$ cat src/rtl/mp_pkg.sv
// Shared types for the matching pursuit result read-back path.
// Default sizes, drain FSM states and the coefficient bundle.
package mp_pkg;

  localparam int MP_N_ATOMS    = 16;
  localparam int MP_DATA_WIDTH = 16;
  localparam int MP_IDX_WIDTH  = $clog2(MP_N_ATOMS);

  typedef enum logic [2:0] {
    IDLE,
    READ,
    CAPTURE,
    EVAL,
    FLUSH,
    WAIT_LAST,
    ACK
  } mp_state_e;

  typedef struct packed {
    logic [MP_IDX_WIDTH-1:0]         index;
    logic signed [MP_DATA_WIDTH-1:0] value;
    logic                            last;
  } mp_coef_t;

endpackage

$ cat src/rtl/mp_stream_reg.sv
// Single-entry stream output register with valid/ready hold.
// Payload only changes on load, so it is stable while stalled.
module mp_stream_reg #(
  parameter int W = 21
) (
  input  logic         clk_i,
  input  logic         rst_i,
  input  logic         load_i,
  input  logic [W-1:0] data_i,
  input  logic         ready_i,
  output logic         valid_o,
  output logic [W-1:0] data_o
);

  logic         valid_q, valid_d;
  logic [W-1:0] data_q, data_d;

  always_comb begin
    valid_d = valid_q;
    data_d  = data_q;
    if (load_i) begin
      valid_d = 1'b1;
      data_d  = data_i;
    end else if (ready_i) begin
      valid_d = 1'b0;
    end
  end

  always_ff @(posedge clk_i) begin
    if (rst_i) begin
      valid_q <= 1'b0;
      data_q  <= '0;
    end else begin
      valid_q <= valid_d;
      data_q  <= data_d;
    end
  end

  assign valid_o = valid_q;
  assign data_o  = data_q;

endmodule

$ cat src/rtl/mp_result_reader.sv
// Drains the nonzero coefficients of a finished MP run onto a stream.
// One-entry lookahead lets the final beat be tagged last.
module mp_result_reader
  import mp_pkg::*;
#(
  parameter int N_ATOMS    = MP_N_ATOMS,
  parameter int DATA_WIDTH = MP_DATA_WIDTH,
  parameter int IDX_WIDTH  = $clog2(N_ATOMS)
) (
  input  logic                  clock,
  input  logic                  reset,
  input  logic                  done_i,
  output logic                  ack_o,
  output logic                  rd_en_o,
  output logic [IDX_WIDTH-1:0]  rd_addr_o,
  input  logic [DATA_WIDTH-1:0] rd_data_i,
  output logic                  out_valid,
  input  logic                  out_ready,
  output logic [IDX_WIDTH-1:0]  out_index,
  output logic [DATA_WIDTH-1:0] out_value,
  output logic                  out_last,
  output logic                  busy_o,
  output logic [IDX_WIDTH:0]    nz_count_o
);

  localparam int CW = IDX_WIDTH + 1;
  localparam logic [IDX_WIDTH-1:0] LAST_ADDR = IDX_WIDTH'(N_ATOMS - 1);

  // Same layout as mp_coef_t, resized to the instance parameters.
  typedef struct packed {
    logic [IDX_WIDTH-1:0]         index;
    logic signed [DATA_WIDTH-1:0] value;
    logic                         last;
  } coef_t;

  mp_state_e            state_q, state_d;
  logic [IDX_WIDTH-1:0] addr_q, addr_d;
  logic                 done_q;
  coef_t                cap_q, cap_d;
  coef_t                pend_q, pend_d;
  logic                 pend_vld_q, pend_vld_d;
  logic [CW-1:0]        nz_q, nz_d;
  logic                 ack_q;

  coef_t                out_d, out_w;
  logic [$bits(coef_t)-1:0] out_bits;
  logic                 out_vld, out_load, out_free;
  logic                 adv, nz_bump;

  assign out_free = !out_vld || out_ready;

  always_comb begin
    state_d    = state_q;
    addr_d     = addr_q;
    cap_d      = cap_q;
    pend_d     = pend_q;
    pend_vld_d = pend_vld_q;
    nz_d       = nz_q;
    out_d      = '0;
    out_load   = 1'b0;
    adv        = 1'b0;
    nz_bump    = 1'b0;
    unique case (state_q)
      IDLE: begin
        if (done_i && !done_q) begin
          addr_d  = '0;
          nz_d    = '0;
          state_d = READ;
        end
      end
      READ: state_d = CAPTURE;
      CAPTURE: begin
        cap_d.index = addr_q;
        cap_d.value = rd_data_i;
        cap_d.last  = 1'b0;
        state_d     = EVAL;
      end
      EVAL: begin
        if (cap_q.value == '0) begin
          adv = 1'b1;
        end else if (!pend_vld_q) begin
          pend_d     = cap_q;
          pend_vld_d = 1'b1;
          nz_bump    = 1'b1;
          adv        = 1'b1;
        end else if (out_free) begin
          out_load   = 1'b1;
          out_d      = pend_q;
          out_d.last = 1'b0;
          pend_d     = cap_q;
          nz_bump    = 1'b1;
          adv        = 1'b1;
        end
      end
      FLUSH: begin
        // An all-zero result still yields one terminating beat.
        if (out_free) begin
          out_load   = 1'b1;
          out_d      = pend_vld_q ? pend_q : '0;
          out_d.last = 1'b1;
          pend_d     = '0;
          pend_vld_d = 1'b0;
          state_d    = WAIT_LAST;
        end
      end
      WAIT_LAST: begin
        if (out_vld && out_ready) state_d = ACK;
      end
      ACK: state_d = IDLE;
      default: state_d = IDLE;
    endcase
    if (adv) begin
      if (addr_q == LAST_ADDR) begin
        state_d = FLUSH;
      end else begin
        addr_d  = addr_q + IDX_WIDTH'(1);
        state_d = READ;
      end
    end
    if (nz_bump && (nz_q < CW'(N_ATOMS))) nz_d = nz_q + CW'(1);
  end

  always_ff @(posedge clock) begin
    if (reset) begin
      state_q    <= IDLE;
      addr_q     <= '0;
      done_q     <= 1'b0;
      cap_q      <= '0;
      pend_q     <= '0;
      pend_vld_q <= 1'b0;
      nz_q       <= '0;
      ack_q      <= 1'b0;
    end else begin
      state_q    <= state_d;
      addr_q     <= addr_d;
      done_q     <= done_i;
      cap_q      <= cap_d;
      pend_q     <= pend_d;
      pend_vld_q <= pend_vld_d;
      nz_q       <= nz_d;
      ack_q      <= (state_q == ACK);
    end
  end

  mp_stream_reg #(
    .W($bits(coef_t))
  ) u_out (
    .clk_i  (clock),
    .rst_i  (reset),
    .load_i (out_load),
    .data_i (out_d),
    .ready_i(out_ready),
    .valid_o(out_vld),
    .data_o (out_bits)
  );

  assign out_w      = coef_t'(out_bits);
  assign out_valid  = out_vld;
  assign out_index  = out_w.index;
  assign out_value  = out_w.value;
  assign out_last   = out_w.last;
  assign rd_en_o    = (state_q == READ);
  assign rd_addr_o  = addr_q;
  assign ack_o      = ack_q;
  assign busy_o     = (state_q != IDLE);
  assign nz_count_o = nz_q;

endmodule

$ cat config.mk
export PLATFORM = sky130hd
export DESIGN_NAME = mp_result_reader
export DESIGN_NICKNAME = d
export VERILOG_FILES = /design/src/rtl/mp_pkg.sv /design/src/rtl/mp_stream_reg.sv /design/src/rtl/mp_result_reader.sv
export SDC_FILE = /design/constraint.sdc
export NUM_CORES = 1
export LEC_CHECK = 0
export ABC_CLOCK_PERIOD_IN_PS = 4900
export CAP_MARGIN = 20
export CORE_UTILIZATION = 50
export CTS_CLUSTER_DIAMETER = 30
export CTS_CLUSTER_SIZE = 14
export DETAILED_ROUTE_END_ITERATION = 10
export MAX_ROUTING_LAYER = met4
export PLACE_DENSITY_LB_ADDON = 0.1
export SLEW_MARGIN = 20
export SYNTH_ARGS = -nofsm -noshare
export SYNTH_HDL_FRONTEND = slang
export SYNTH_SLANG_ARGS = --single-unit
$ cat constraint.sdc
create_clock -name clock -period 4.9 [get_ports clock]
set_clock_uncertainty 0.15 [all_clocks]
set_input_delay 0.49 -clock clock [delete_from_list [all_inputs] [get_ports clock]]
set_output_delay 0.49 -clock clock [all_outputs]
set_load 0.1 [all_outputs]
Yosys cells after proc, flatten, opt, wreduce, memory -nomap -nowiden
Index checks and enable logic that the tools add are counted.
Word-level totals
  register bits: 78
  bits of input ports: 20
  output and inout port bits: 34
  word-level logic and storage cells: 85
Operators by class
  add/sub/neg operators: 2
  order comparisons: 1
  equality and inequality tests: 14
  mux-type cells: 38
  reduce and logical (&&, ||, !) cells: 17
Operator list (number)
  21-bit 2-to-1 mux: 9
  21-bit one-hot mux with 2 select lines: 2
  3-bit one-hot mux with 6 select lines: 1
  16-bit logical NOT: 1
  4-bit 2-to-1 mux: 4
  3-bit 2-to-1 mux: 5
  5-bit 2-to-1 mux: 3
  1-bit 2-to-1 mux: 12
  3-bit inequality test, second input constant: 4
  3-bit equality test, second input constant: 3
  4-bit AND reduction: 2
  2-bit nonzero test: 4
  3-bit by 2-bit equality test with 1-bit output, second input constant: 2
  2-bit inequality test, second input constant: 3
  5-bit by 1-bit adder with 5-bit output, second input constant: 1
  5-bit < comparator, second input constant: 1
  4-bit by 1-bit adder with 4-bit output, second input constant: 1
  4-bit equality test, second input constant: 1
  1-bit one-hot mux with 2 select lines: 2
  3-bit by 1-bit equality test with 1-bit output, second input constant: 1
  1-bit logical AND: 3
  3-bit logical NOT: 1
  3-bit AND reduction: 1
  3-bit nonzero test: 1
  3 further kinds: 4

Logic depth before layout (Yosys ltp)
  depth after elaboration: 9
  gate-level depth with buffers: 9
  depth with buffers taken out: 5

By module
Synthesis repeated with hierarchy kept, for this count alone.
Unflattened totals
  cells, all modules: 381
  area total of the unflattened synthesis: 3430.8 um2
By module, submodules not included
  mp_result_reader: instances 1, cells an instance 309, area an instance 2626.3 um2, seq. area each 1101.1 um2
  mp_stream_reg: instances 1, cells an instance 72, area an instance 804.5 um2, seq. area each 440.4 um2

Worst setup path after synthesis
No wires, ideal clock.
  path kind: flip-flop to output port
  start point: reg state_q[0]
  end point: out rd_en_o
  arrival: 2.652 ns
  data required time: 4.260 ns
  path slack: 1.608 ns
  cell stages (with the launch flop): 3
  path buffers: 1
  cell sequence: dfxtp_1 -> buf_4 -> nor3b_1
On the way
  word-level cells in the longest chain between the ends: 1
Ends and longest elaborated chain
  start, declared: RTL line mp_result_reader.sv:36  | mp_state_e state_q, state_d;
  start signal, assigned: RTL line mp_result_reader.sv:134  | state_q <= state_d;
  3-bit by 1-bit equality test with 1-bit output: RTL line mp_result_reader.sv:162  | assign rd_en_o = (state_q == READ);
  end, declared: RTL line mp_result_reader.sv:14  | output logic rd_en_o,
Every way passes these cells.

Worst setup path in the final report
Same ends and word-level chain as after synthesis.

==> results_dict.tcl <==
set metrics [dict create \
    worstPathBufferInverterCount 1 \
    antenna_found_initial 0 \
    synth_compound_area_frac 0.213 \
    crit_type "reg -> out" \
    io_buffers 53 \
    crit_arrival_ps 2260 \
    routed_wirelength_um 6190 \
    maxClockFrequency_mhz 345 \
    grt_pass1_wl_um 10100 \
    nets 389 \
    syn-mean-instance-area_um2 9.10 \
    dp_slack_ps 2180 \
    route.detailed.drc 0 \
    slew_headroom 0.346 \
    yosysSeqAreaShare 0.524 \
    dp_hpwl_um 4080 \
    max-cap-violations 0 \
    place_congestion 0.783 \
    yosys.area.top_type "dfxtp_1" \
    clk_pin_slew_ps 70 \
    coreArea_um2 5570 \
    clock_path_buffers 2 \
    slowest_delay_ps 1160 \
    synth_top_family_by_area "compound AO/OA/AOI/OAI gates" \
    power_density_nw_per_um2 353 \
    drt_iter0_drc 155 \
    dr.pass1.iters 4 \
    grt_overflow 0 \
    async_reset_ff_frac 0 \
    synth_most_common_cell "dfxtp_1" \
    cts_resized 0 \
    wl_per_cell_um 14.0 \
    crit_required_ps 4260 \
    clock_sinks 77 \
    post-route-period-util 0.592 \
    die_w_um 78.7 \
    initial_utilization 0.527 \
    use_met2 0.319 \
    synth_top_area_share 0.524 \
    rsz0062_at_grt "no" \
    synth_simple_gate_area_share 0.201 \
    ios 54 \
    nFillCells 502 \
    die_area_um2 6190 \
    tightest_slew_ps 978 \
    synthAdderAreaFrac 0.00851 \
    register_area_um2 1540 \
    synth_area_um2 2940 \
    slowest_stage "clkdlybuf4s50_1" \
    layout_min_cycle_time_ps 2900 \
    use_met3 0.0593 \
    drive_gt1_frac 0.0593 \
    track_usage 0.222 \
    hp-class "reg -> reg" \
    antenna_cells 0 \
    htreeDepth 3 \
    grtUsageMet1 0.295 \
    setup_ws_ps 2000 \
    vias 2392 \
    cts_tree "built" \
    tns_ps 0 \
    worst_setup_path_start_kind "flip-flop" \
    status "finished clean" \
    finalPower_mw 1.29 \
    crit_fanout 9 \
    synth_mux_area_frac 0 \
    cts_hold_buffers 0 \
    grt_max_degree 42 \
    crit_chain "nor3b_1, clkdlybuf4s50_1" \
    peakVddDrop_mv 0.215 \
    tritoncts.num_buffers 9 \
    yosysWarnings 0 \
    area_growth_pct 24.2 \
    yosysUniqueCellTypes 39 \
    synth_cells 323 \
    p_leak_nw 1.29 \
    postRouteAntennaNets 0 \
    netlist_top_cells_count "77 x dfxtp_1, 66 x nand2_1, 31 x a21oi_1" \
    grt_pass1_vias 2131 \
    synth_ff_type "dfxtp_1" \
    grt_busiest_layer "met2" \
    synth_area_leaders "dfxtp_1 52%, nand2_1 8.4%, a22o_1 8.3%" \
    hold_viol 0 \
    final_max_slew_viol_count 0 \
    multi_input_area_um2 1270 \
    die_y_um 78.7 \
    final-setup-viol-count 0 \
    endpoint_kind "output port" \
    cts-root-buf "clkbuf_8" \
    synth_fp_nets 345 \
    clkLatencyLatePin_ps 350 \
    synth_xor_area_frac 0.00596 \
    synth_edf_count 0 \
    cts_setup_buffers 0 \
    crit_family "buffers and inverters" \
    via_per_inst 5.40 \
    ys_ff_latch 77 \
    rows 27 \
]
==> power by group <==
group | internal (mW) | switching, mW | leakage [nW] | total (mW)
Clock | 0.262 | 0.222 | 0.103 | 0.484
Sequential | 0.639 | 0.0172 | 0.622 | 0.656
Combinational | 0.0476 | 0.102 | 0.569 | 0.149
Total | 0.949 | 0.341 | 1.29 | 1.29
==> sequential cells by signal, indices dropped and copies added, names as in the netlist <==
signal         flops
nz_count_o         5
state_q            3
done_q             1
cap_q             20
ack_o              1
rd_addr_o          4
pend_vld_q         1
u_out.data_o      21
pend_q            20
u_out.valid_o      1
==> tightest hold or removal path, cell delays in order, from the launching register on <==
cell and delay, ps:
dfxtp_1 310, nand2_1 60, o21ai_1 50
==> metal layers <==
| metal | routed length [um] | part of all wire |
|---|---|---|
| met4 | 89 | 0.014 |
| met2 | 2710 | 0.44 |
| met5 | 0 | 0 |
| met3 | 298 | 0.048 |
| met1 | 3090 | 0.50 |
==> layout make-up <==
cell class	count	area share
timing repair buffer	55	0.149
tap	72	0.0247
clock buffer	12	0.0425
inverter	2	0.00206
clock inverter	3	0.0120
sequential	77	0.422
multi-input combinational	222	0.347
==> cells by family after synthesis <==
kind of cell / count (synthesis)
compound gates: 96
buf+inv: 24
simple gates: 122
fa+ha+maj: 2
xor+xnor: 2
flops: 77
==> worst paths after layout <==
path	from	end	slack [ps]	depth (start not counted)
min reg2reg	pend_q[5]	pend_q[5]	300	2
max reg2reg	cap_q[13]	u_out.data_o[10]	2390	5
min	pend_q[5]	pend_q[5]	300	2
max	state_q[0]	rd_en_o	2000	2
==> cell usage in the layout (no fill, tap or decap), types with 2 or more instances in the layout <==
cell type / instances
nor2_1: 8
buf_4: 2
clkdlybuf4s50_1: 53
nand3_1: 19
o31ai_1: 2
o21ai_1: 13
a22o_1: 28
dfxtp_1: 77
nand2b_1: 4
or3_1: 2
and3b_1: 2
xnor2_1: 2
nand2_1: 66
clkbuf_8: 11
o21a_1: 3
ha_1: 2
o21ai_0: 8
nor4_1: 4
a31oi_1: 3
nor3b_1: 2
nor2b_1: 3
a21oi_1: 31
o211ai_1: 4
nand4_1: 3
==> metrics by stage <==
stage / hold WS, ps / cells / util / area, um2
3_3_place_gp: 286 / 428 / 0.619 / 3450
4_1_cts: 304 / 443 / 0.655 / 3650
6_report: 303 / 443 / 0.655 / 3650
2_1_floorplan: 279 / 323 / - / 2940
3_5_place_dp: 295 / 428 / 0.619 / 3450
5_1_grt: 317 / 443 / 0.655 / 3650
Note: power is estimated with default switching activity, not from simulation.
